**src/rtl/sha1_wb_host_if.sv**
```systemverilog
// Wishbone bus bundle between the SHA-1 host initiator and the sha1_wb responder.
interface sha1_wb_host_if;
    logic        wbm_cyc_o;
    logic        wbm_stb_o;
    logic        wbm_we_o;
    logic [3:0]  wbm_sel_o;
    logic [31:0] wbm_adr_o;
    logic [31:0] wbm_dat_o;
    logic        wbm_ack_i;
    logic [31:0] wbm_dat_i;

    modport master (
        output wbm_cyc_o, wbm_stb_o, wbm_we_o, wbm_sel_o, wbm_adr_o, wbm_dat_o,
        input  wbm_ack_i, wbm_dat_i
    );

    modport slave (
        input  wbm_cyc_o, wbm_stb_o, wbm_we_o, wbm_sel_o, wbm_adr_o, wbm_dat_o,
        output wbm_ack_i, wbm_dat_i
    );
endinterface

```
**src/rtl/sha1_wb_host.sv**
```systemverilog
// Wishbone initiator that sequences one full SHA-1 block run on the sha1_wb responder:
// program OPS, stream 16 message words, poll for DONE, read back the digest, switch off.
module sha1_wb_host #(
    parameter logic [31:0] BASE_ADDRESS = 32'h30000024,
    parameter int unsigned ACK_TIMEOUT  = 255,
    parameter int unsigned POLL_GAP     = 4,
    parameter int unsigned MAX_POLLS    = 1023
) (
    input  logic                 wb_clk_i,
    input  logic                 wb_rst_n,
    input  logic                 start_i,
    input  logic [511:0]         block_i,
    output logic                 busy_o,
    output logic                 done_o,
    output logic                 error_o,
    output logic [1:0]           err_code_o,
    output logic [159:0]         digest_o,
    sha1_wb_host_if.master       wbm
);

    localparam logic [31:0] OPS_ADR = BASE_ADDRESS + 32'h8;
    localparam logic [31:0] MSG_ADR = BASE_ADDRESS + 32'hC;
    localparam logic [31:0] DIG_ADR = BASE_ADDRESS + 32'h10;

    typedef enum logic [3:0] {
        S_IDLE, S_CLR, S_HOLD, S_MSG, S_POLL, S_WAIT, S_DIG, S_OFF, S_FIN
    } state_t;

    state_t         state;
    logic [511:0]   blk;
    logic [159:0]   dig_tmp;
    logic [3:0]     word_idx;
    logic [15:0]    poll_cnt;
    logic [15:0]    to_cnt;
    logic [7:0]     gap_cnt;

    logic           bus_state;
    logic [31:0]    op_adr;
    logic           op_we;
    logic [31:0]    op_dat;
    logic [1:0]     abort_code;

    // The message register shifts left after every accepted write, so the next word is always on top.
    always_comb begin
        op_adr = OPS_ADR;
        op_we  = 1'b0;
        op_dat = 32'h0;
        case (state)
            S_CLR:  begin op_we = 1'b1; op_dat = 32'h3; end
            S_HOLD: begin op_we = 1'b1; op_dat = 32'h2; end
            S_MSG:  begin op_adr = MSG_ADR; op_we = 1'b1; op_dat = blk[511:480]; end
            S_DIG:  op_adr = DIG_ADR;
            S_OFF:  op_we = 1'b1;
            default: ;
        endcase
    end

    always_comb begin
        bus_state = (state == S_CLR) || (state == S_HOLD) || (state == S_MSG) ||
                    (state == S_POLL) || (state == S_DIG) || (state == S_OFF);
    end

    // PANIC outranks DONE; the poll limit only bites on a read that did not report DONE.
    always_comb begin
        abort_code = 2'd0;
        if (bus_state && wbm.wbm_stb_o) begin
            if (wbm.wbm_ack_i) begin
                if (state == S_MSG && wbm.wbm_dat_i != 32'h1)
                    abort_code = 2'd2;
                else if (state == S_POLL && wbm.wbm_dat_i[2])
                    abort_code = 2'd3;
                else if (state == S_POLL && !wbm.wbm_dat_i[3] &&
                         32'(poll_cnt) + 32'd1 >= MAX_POLLS)
                    abort_code = 2'd3;
            end else if (32'(to_cnt) + 32'd1 >= ACK_TIMEOUT) begin
                abort_code = 2'd1;
            end
        end
    end

    // A bus state issues its access whenever stb is low, so the cycle right after an ack is the
    // single idle gap that swallows the responder's trailing ack.
    always_ff @(posedge wb_clk_i or negedge wb_rst_n) begin
        if (!wb_rst_n) begin
            state          <= S_IDLE;
            blk            <= '0;
            dig_tmp        <= '0;
            word_idx       <= '0;
            poll_cnt       <= '0;
            to_cnt         <= '0;
            gap_cnt        <= '0;
            busy_o         <= 1'b0;
            done_o         <= 1'b0;
            error_o        <= 1'b0;
            err_code_o     <= 2'd0;
            digest_o       <= '0;
            wbm.wbm_cyc_o  <= 1'b0;
            wbm.wbm_stb_o  <= 1'b0;
            wbm.wbm_we_o   <= 1'b0;
            wbm.wbm_sel_o  <= 4'h0;
            wbm.wbm_adr_o  <= 32'h0;
            wbm.wbm_dat_o  <= 32'h0;
        end else begin
            done_o <= 1'b0;
            case (state)
                S_IDLE: begin
                    if (start_i) begin
                        blk        <= block_i;
                        busy_o     <= 1'b1;
                        error_o    <= 1'b0;
                        err_code_o <= 2'd0;
                        word_idx   <= '0;
                        poll_cnt   <= '0;
                        state      <= S_CLR;
                    end
                end
                S_WAIT: begin
                    if (32'(gap_cnt) + 32'd1 >= POLL_GAP)
                        state <= S_POLL;
                    else
                        gap_cnt <= gap_cnt + 8'd1;
                end
                S_FIN: state <= S_IDLE;
                default: begin
                    if (!wbm.wbm_stb_o) begin
                        wbm.wbm_cyc_o <= 1'b1;
                        wbm.wbm_stb_o <= 1'b1;
                        wbm.wbm_sel_o <= 4'hF;
                        wbm.wbm_adr_o <= op_adr;
                        wbm.wbm_we_o  <= op_we;
                        wbm.wbm_dat_o <= op_dat;
                        to_cnt        <= '0;
                    end else if (abort_code != 2'd0) begin
                        wbm.wbm_cyc_o <= 1'b0;
                        wbm.wbm_stb_o <= 1'b0;
                        wbm.wbm_we_o  <= 1'b0;
                        wbm.wbm_sel_o <= 4'h0;
                        wbm.wbm_adr_o <= 32'h0;
                        wbm.wbm_dat_o <= 32'h0;
                        busy_o        <= 1'b0;
                        done_o        <= 1'b1;
                        error_o       <= 1'b1;
                        err_code_o    <= abort_code;
                        state         <= S_IDLE;
                    end else if (wbm.wbm_ack_i) begin
                        wbm.wbm_cyc_o <= 1'b0;
                        wbm.wbm_stb_o <= 1'b0;
                        wbm.wbm_we_o  <= 1'b0;
                        wbm.wbm_sel_o <= 4'h0;
                        wbm.wbm_adr_o <= 32'h0;
                        wbm.wbm_dat_o <= 32'h0;
                        case (state)
                            S_CLR:  state <= S_HOLD;
                            S_HOLD: begin
                                word_idx <= '0;
                                state    <= S_MSG;
                            end
                            S_MSG: begin
                                blk      <= {blk[479:0], 32'h0};
                                word_idx <= word_idx + 4'd1;
                                if (word_idx == 4'd15) begin
                                    poll_cnt <= '0;
                                    state    <= S_POLL;
                                end
                            end
                            S_POLL: begin
                                if (wbm.wbm_dat_i[3]) begin
                                    word_idx <= '0;
                                    state    <= S_DIG;
                                end else begin
                                    poll_cnt <= poll_cnt + 16'd1;
                                    gap_cnt  <= '0;
                                    state    <= S_WAIT;
                                end
                            end
                            // Reads arrive h4 first; shifting in from the top leaves h4 in [31:0].
                            S_DIG: begin
                                dig_tmp  <= {wbm.wbm_dat_i, dig_tmp[159:32]};
                                word_idx <= word_idx + 4'd1;
                                if (word_idx == 4'd4)
                                    state <= S_OFF;
                            end
                            S_OFF: begin
                                digest_o <= dig_tmp;
                                busy_o   <= 1'b0;
                                done_o   <= 1'b1;
                                state    <= S_FIN;
                            end
                            default: ;
                        endcase
                    end else begin
                        to_cnt <= to_cnt + 16'd1;
                    end
                end
            endcase
        end
    end

endmodule

```
**src/flat_wrapper.sv**
```systemverilog
// flat-port wrapper written by rule: the top's interface ports become plain ports
module sha1_wb_host_flat 
#(
    parameter logic [31:0] BASE_ADDRESS = 32'h30000024,
    parameter int unsigned ACK_TIMEOUT  = 255,
    parameter int unsigned POLL_GAP     = 4,
    parameter int unsigned MAX_POLLS    = 1023
)
  (wb_clk_i, wb_rst_n, start_i, block_i, busy_o, done_o, error_o, err_code_o, digest_o, wbm_wbm_cyc_o, wbm_wbm_stb_o, wbm_wbm_we_o, wbm_wbm_sel_o, wbm_wbm_adr_o, wbm_wbm_dat_o, wbm_wbm_ack_i, wbm_wbm_dat_i);
  sha1_wb_host_if wbm_i ();
  input  logic wb_clk_i;
  input  logic wb_rst_n;
  input  logic start_i;
  input  logic [511:0] block_i;
  output logic busy_o;
  output logic done_o;
  output logic error_o;
  output logic [1:0] err_code_o;
  output logic [159:0] digest_o;
  output wire logic [$bits(wbm_i.wbm_cyc_o)-1:0] wbm_wbm_cyc_o;
  output wire logic [$bits(wbm_i.wbm_stb_o)-1:0] wbm_wbm_stb_o;
  output wire logic [$bits(wbm_i.wbm_we_o)-1:0] wbm_wbm_we_o;
  output wire logic [$bits(wbm_i.wbm_sel_o)-1:0] wbm_wbm_sel_o;
  output wire logic [$bits(wbm_i.wbm_adr_o)-1:0] wbm_wbm_adr_o;
  output wire logic [$bits(wbm_i.wbm_dat_o)-1:0] wbm_wbm_dat_o;
  input wire logic [$bits(wbm_i.wbm_ack_i)-1:0] wbm_wbm_ack_i;
  input wire logic [$bits(wbm_i.wbm_dat_i)-1:0] wbm_wbm_dat_i;
  assign wbm_wbm_cyc_o = wbm_i.wbm_cyc_o;
  assign wbm_wbm_stb_o = wbm_i.wbm_stb_o;
  assign wbm_wbm_we_o = wbm_i.wbm_we_o;
  assign wbm_wbm_sel_o = wbm_i.wbm_sel_o;
  assign wbm_wbm_adr_o = wbm_i.wbm_adr_o;
  assign wbm_wbm_dat_o = wbm_i.wbm_dat_o;
  assign wbm_i.wbm_ack_i = wbm_wbm_ack_i;
  assign wbm_i.wbm_dat_i = wbm_wbm_dat_i;
  sha1_wb_host #(.BASE_ADDRESS(BASE_ADDRESS), .ACK_TIMEOUT(ACK_TIMEOUT), .POLL_GAP(POLL_GAP), .MAX_POLLS(MAX_POLLS)) u_core (.wb_clk_i(wb_clk_i), .wb_rst_n(wb_rst_n), .start_i(start_i), .block_i(block_i), .busy_o(busy_o), .done_o(done_o), .error_o(error_o), .err_code_o(err_code_o), .digest_o(digest_o), .wbm(wbm_i));
endmodule
```
**config.mk**
```make
export PLATFORM = sky130hd
export DESIGN_NAME = sha1_wb_host_flat
export DESIGN_NICKNAME = d
export VERILOG_FILES = /design/src/rtl/sha1_wb_host_if.sv /design/src/rtl/sha1_wb_host.sv /design/src/flat_wrapper.sv
export SDC_FILE = /design/constraint.sdc
export NUM_CORES = 2
export LEC_CHECK = 0
export CAP_MARGIN = 15
export CORE_AREA = 2 2 306 308
export DETAILED_ROUTE_END_ITERATION = 8
export DIE_AREA = 0 0 308 310
export DONT_BUFFER_PORTS = 1
export PLACE_DENSITY = 0.65
export SLEW_MARGIN = 20
export SYNTH_ARGS = -nofsm -noshare
export SYNTH_HDL_FRONTEND = slang
export SYNTH_SLANG_ARGS = --single-unit
export TNS_END_PERCENT = 100
```
**constraint.sdc**
```tcl
create_clock -name wb_clk_i -period 3.4 [get_ports wb_clk_i]
set_input_delay 0.68 -clock wb_clk_i [delete_from_list [all_inputs] [get_ports wb_clk_i]]
set_output_delay 0.68 -clock wb_clk_i [all_outputs]
set_load 0.01 [all_outputs]
```
==> results by group <==
Run status
  – Status: finished clean

Pwr
  – Clock network power share: 26.1%
  – Part of the power in registers: 40.7%
  – Cell-internal power: 27790 µW
  – P_leak: 0.02360 µW
  – PD cells: 907.6 mW/mm²
  – Max VDD drop: 0.6568 mV
  – NetSw: 15120 µW
  – Sw Share: 35.23%
  – Gate power share: 33.1%

CTS
  – Worst-Skew Late Latency: 0.68 ns
  – Root Driver: clkbuf_16
  – CTS tree: yes
  – Worst-path clk slew: 0.06 ns
  – Total CTS buffers: 99
  – CTS sink cnt: 923
  – Longest Clk Path Bufs: 3
  – H-tree depth: 3

Cells and area
  – Fill count: 8318
  – Fraction of layout cells with a size suffix above 1: 17.21%
  – Nets: 4452
  – Most common cell after layout, fill and taps aside: nand2_1
  – Final Core Density: 51.11%
  – Final instance area: 0.04728 mm²
  – Syn-to-layout area delta: 12.75%
  – Final non-filler cell total: 5190
  – Commonest cells after routing, fill and taps aside: 1449 x nand2_1, 920 x dfrtp_1, 448 x mux2_1

Floorplan
  – Die ar.: 0.09548 mm²
  – Core area: 0.09249 mm²
  – # rows: 112
  – Die X: 308 µm
  – Die Y: 310 µm
  – Starting density of the core: 45.34%
  – # IOs: 784

Critical path
  – Crit Path Class: reg2reg
  – CP required: 3.95 ns
  – CP arrival: 3.89 ns
  – Critical path capture point type: flop
  – Critical Path Source Type: flop
  – Critical-path maximum fanout: 14
  – Worst R2R Setup Slack: 0.06 ns

Timing
  – Hold Fails Final Rpt: 0
  – RSZ-0062 raised after global routing: yes
  – Achievable Freq: 299.1 MHz
  – Final setup violating endpoints: 0
  – Slew margin rel.: 33.51%
  – Hold_ws: 0.008229 ns
  – Slew Limit Fails: 0
  – Slew at the pin with the worst max-slew slack: 0.9870 ns
  – Period utilization: 98.35%
  – Min Tclk post-route: 3.344 ns
  – Setup_tns: 0 ns
  – Clk_skew: 0.02355 ns

Global route
  – Met1 Use GR: 29.54%
  – First-pass GRT wire length: 168900 µm
  – Overall routing resource usage: 22.91%
  – Antenna violations before repair: 21
  – Vias in the first global route: 27930
  – GR Util met3: 5.340%
  – Met2 usage: 37.40%
  – Largest net degree at the start of global routing: 924
  – GRT overflow: 0
  – Busiest grt layer: met2

Placed design
  – Dpl cell area: 0.04360 mm²
  – GPL Wtd Cong: 0.8993
  – # port buffers: 0
  – DP Wirelength: 79950 µm
  – Dpl cells: 4983

Logic synthesis
  – Synthesized area: 0.04193 mm²
  – Mapped Avg Cell Area: 10.73 µm²
  – Synth Warn #: 0
  – Post-synth EDFFs: 0
  – FFs w/ async S/R, synth: 100.0%
  – #FFs+latches synth: 923
  – Netlist cell types: 63
  – Post-Syn Instances: 3908
  – Ys flop type: dfrtp_1
  – Register area share after synthesis: 55.08%

Job
  – Number of max-cap violations: 0

Route
  – Vias/cell: 5.377
  – Routed WL: 112300 µm
  – Routed via count: 27910
  – Wirelength per Cell: 21.64 µm
  – Initial DRT Pass Iterations: 6
  – Drt drc: 0
  – DRT iter0 DRCs: 2114
  – Final ANT Viol Nets: 0

Worst hold path
  – Type of the worst min-delay path: in2async
==> layer usage <==
metal / up-vias / part of all wire, % / wire, µm
met4: 2 / 3.4 / 3803
met3: 188 / 6.6 / 7454
met5: - / 0.012 / 13
met2: 836 / 49 / 54720
li1: 12920 / - / -
met1: 13960 / 41 / 46300
==> worst paths after layout <==
check,startpoint,to,cells past startpoint
hold reg to reg,u_core.blk[432],u_core.blk[432],1
setup reg to reg,u_core.poll_cnt[0],u_core.blk[223],14
max in group asynchronous,wb_rst_n,u_core.digest_o[102],4
hold / removal,wb_rst_n,u_core.blk[280],1
min in group wb_clk_i,block_i[27],u_core.blk[27],2
setup / recovery,u_core.poll_cnt[0],u_core.blk[223],14
==> logic make-up after synthesis <==
family          count (synthesis)  synth area share (%)
buf+inv                       321                 3.685
other cells                     1              0.008943
mux                           840                 22.45
compound gates                191                 3.121
xor+xnor                        6                0.1253
simple gates                 1618                 15.28
fa+ha+maj                       8                0.2387
flops                         923                 55.08
==> power groups by stage <==
| stage | clock network [µW] | logic, µW | registers, µW |
|---|---|---|---|
| 2_1_floorplan | 0 | 10500 | 16500 |
| 3_3_place_gp | 0 | 13700 | 17500 |
| 3_5_place_dp | 0 | 14100 | 17600 |
| 4_1_cts | 11400 | 14100 | 17400 |
| 5_1_grt | 11900 | 15800 | 17900 |
| 6_report | 11200 | 14200 | 17500 |
==> per-stage QoR <==
stage | setup slack [ns] | power [µW]
finish | 0.05612 | 42910
global route | -0.09905 | 45620
CTS | 0.02883 | 43000
detailed placement | -0.1439 | 31680
global placement | -0.1865 | 31190
floorplan | 0.06284 | 27020
==> Yosys cell counts, types with 7 or more instances <==
master	instances	area (µm²)
a21oi_1	21	105.1
a22o_1	37	324.1
a31oi_1	15	93.84
and2_1	11	68.82
buf_2	17	85.08
buf_4	85	638.1
clkbuf_1	170	638.1
dfrtp_1	923	23100
ha_1	8	100.1
inv_1	48	180.2
mux2_1	448	5045
mux2_2	357	4020
mux2i_1	35	350.3
nand2_1	1449	5439
nand2b_1	13	81.33
nand3_1	23	115.1
nand4_1	14	87.58
nor2_1	36	135.1
nor2b_1	7	43.79
nor3_1	15	75.07
nor4_1	17	106.4
o211ai_1	7	52.55
o21ai_0	62	310.3
or2_2	7	43.79
or3_1	9	56.30
==> sequential cells by signal (all words and copies together), names as in the netlist, 2 cells and up <==
| signal | cells |
|---|---|
| u_core.to_cnt | 16 |
| u_core.wbm.wbm_dat_o | 32 |
| u_core.word_idx | 4 |
| u_core.digest_o | 160 |
| u_core.wbm.wbm_adr_o | 3 |
| u_core.dig_tmp | 160 |
| u_core.blk | 512 |
| u_core.gap_cnt | 8 |
| u_core.poll_cnt | 16 |
| u_core.state | 4 |
| u_core.err_code_o | 2 |
==> worst max-delay path, stage by stage (launching register included) <==
cell	delay (ns)
dfrtp_1	0.36
ha_2	0.19
buf_4	0.13
nand4_1	0.21
nor4b_1	0.35
nor2_1	0.10
a2111oi_2	0.31
buf_4	0.18
a211oi_4	0.05
a311oi_4	0.36
nor4_4	0.07
buf_12	0.19
buf_12	0.18
buf_4	0.17
mux2_1	0.32
==> repair_timing <==
item / in CTS / in global routing
setup endpoints to repair: 199 / 470
buffers inserted: 2 / 0
pin swaps: 1 / 0
endpoints found under the hold margin: 923 / 12
resized for setup: 4 / 8
==> area by class of cell <==
type                    count  area, µm²  area share, %
clock inverters            36      429.2         0.9078
diodes                     18      45.04        0.09528
inverters                  48      180.2         0.3811
repair buffers            135       1603          3.390
multi-input cells        2689      17460          36.93
clock buffers             144       2959          6.259
well taps                1197       1498          3.168
flip-flops and latches    923      23100          48.86
Power figures use the tool's default switching activity.
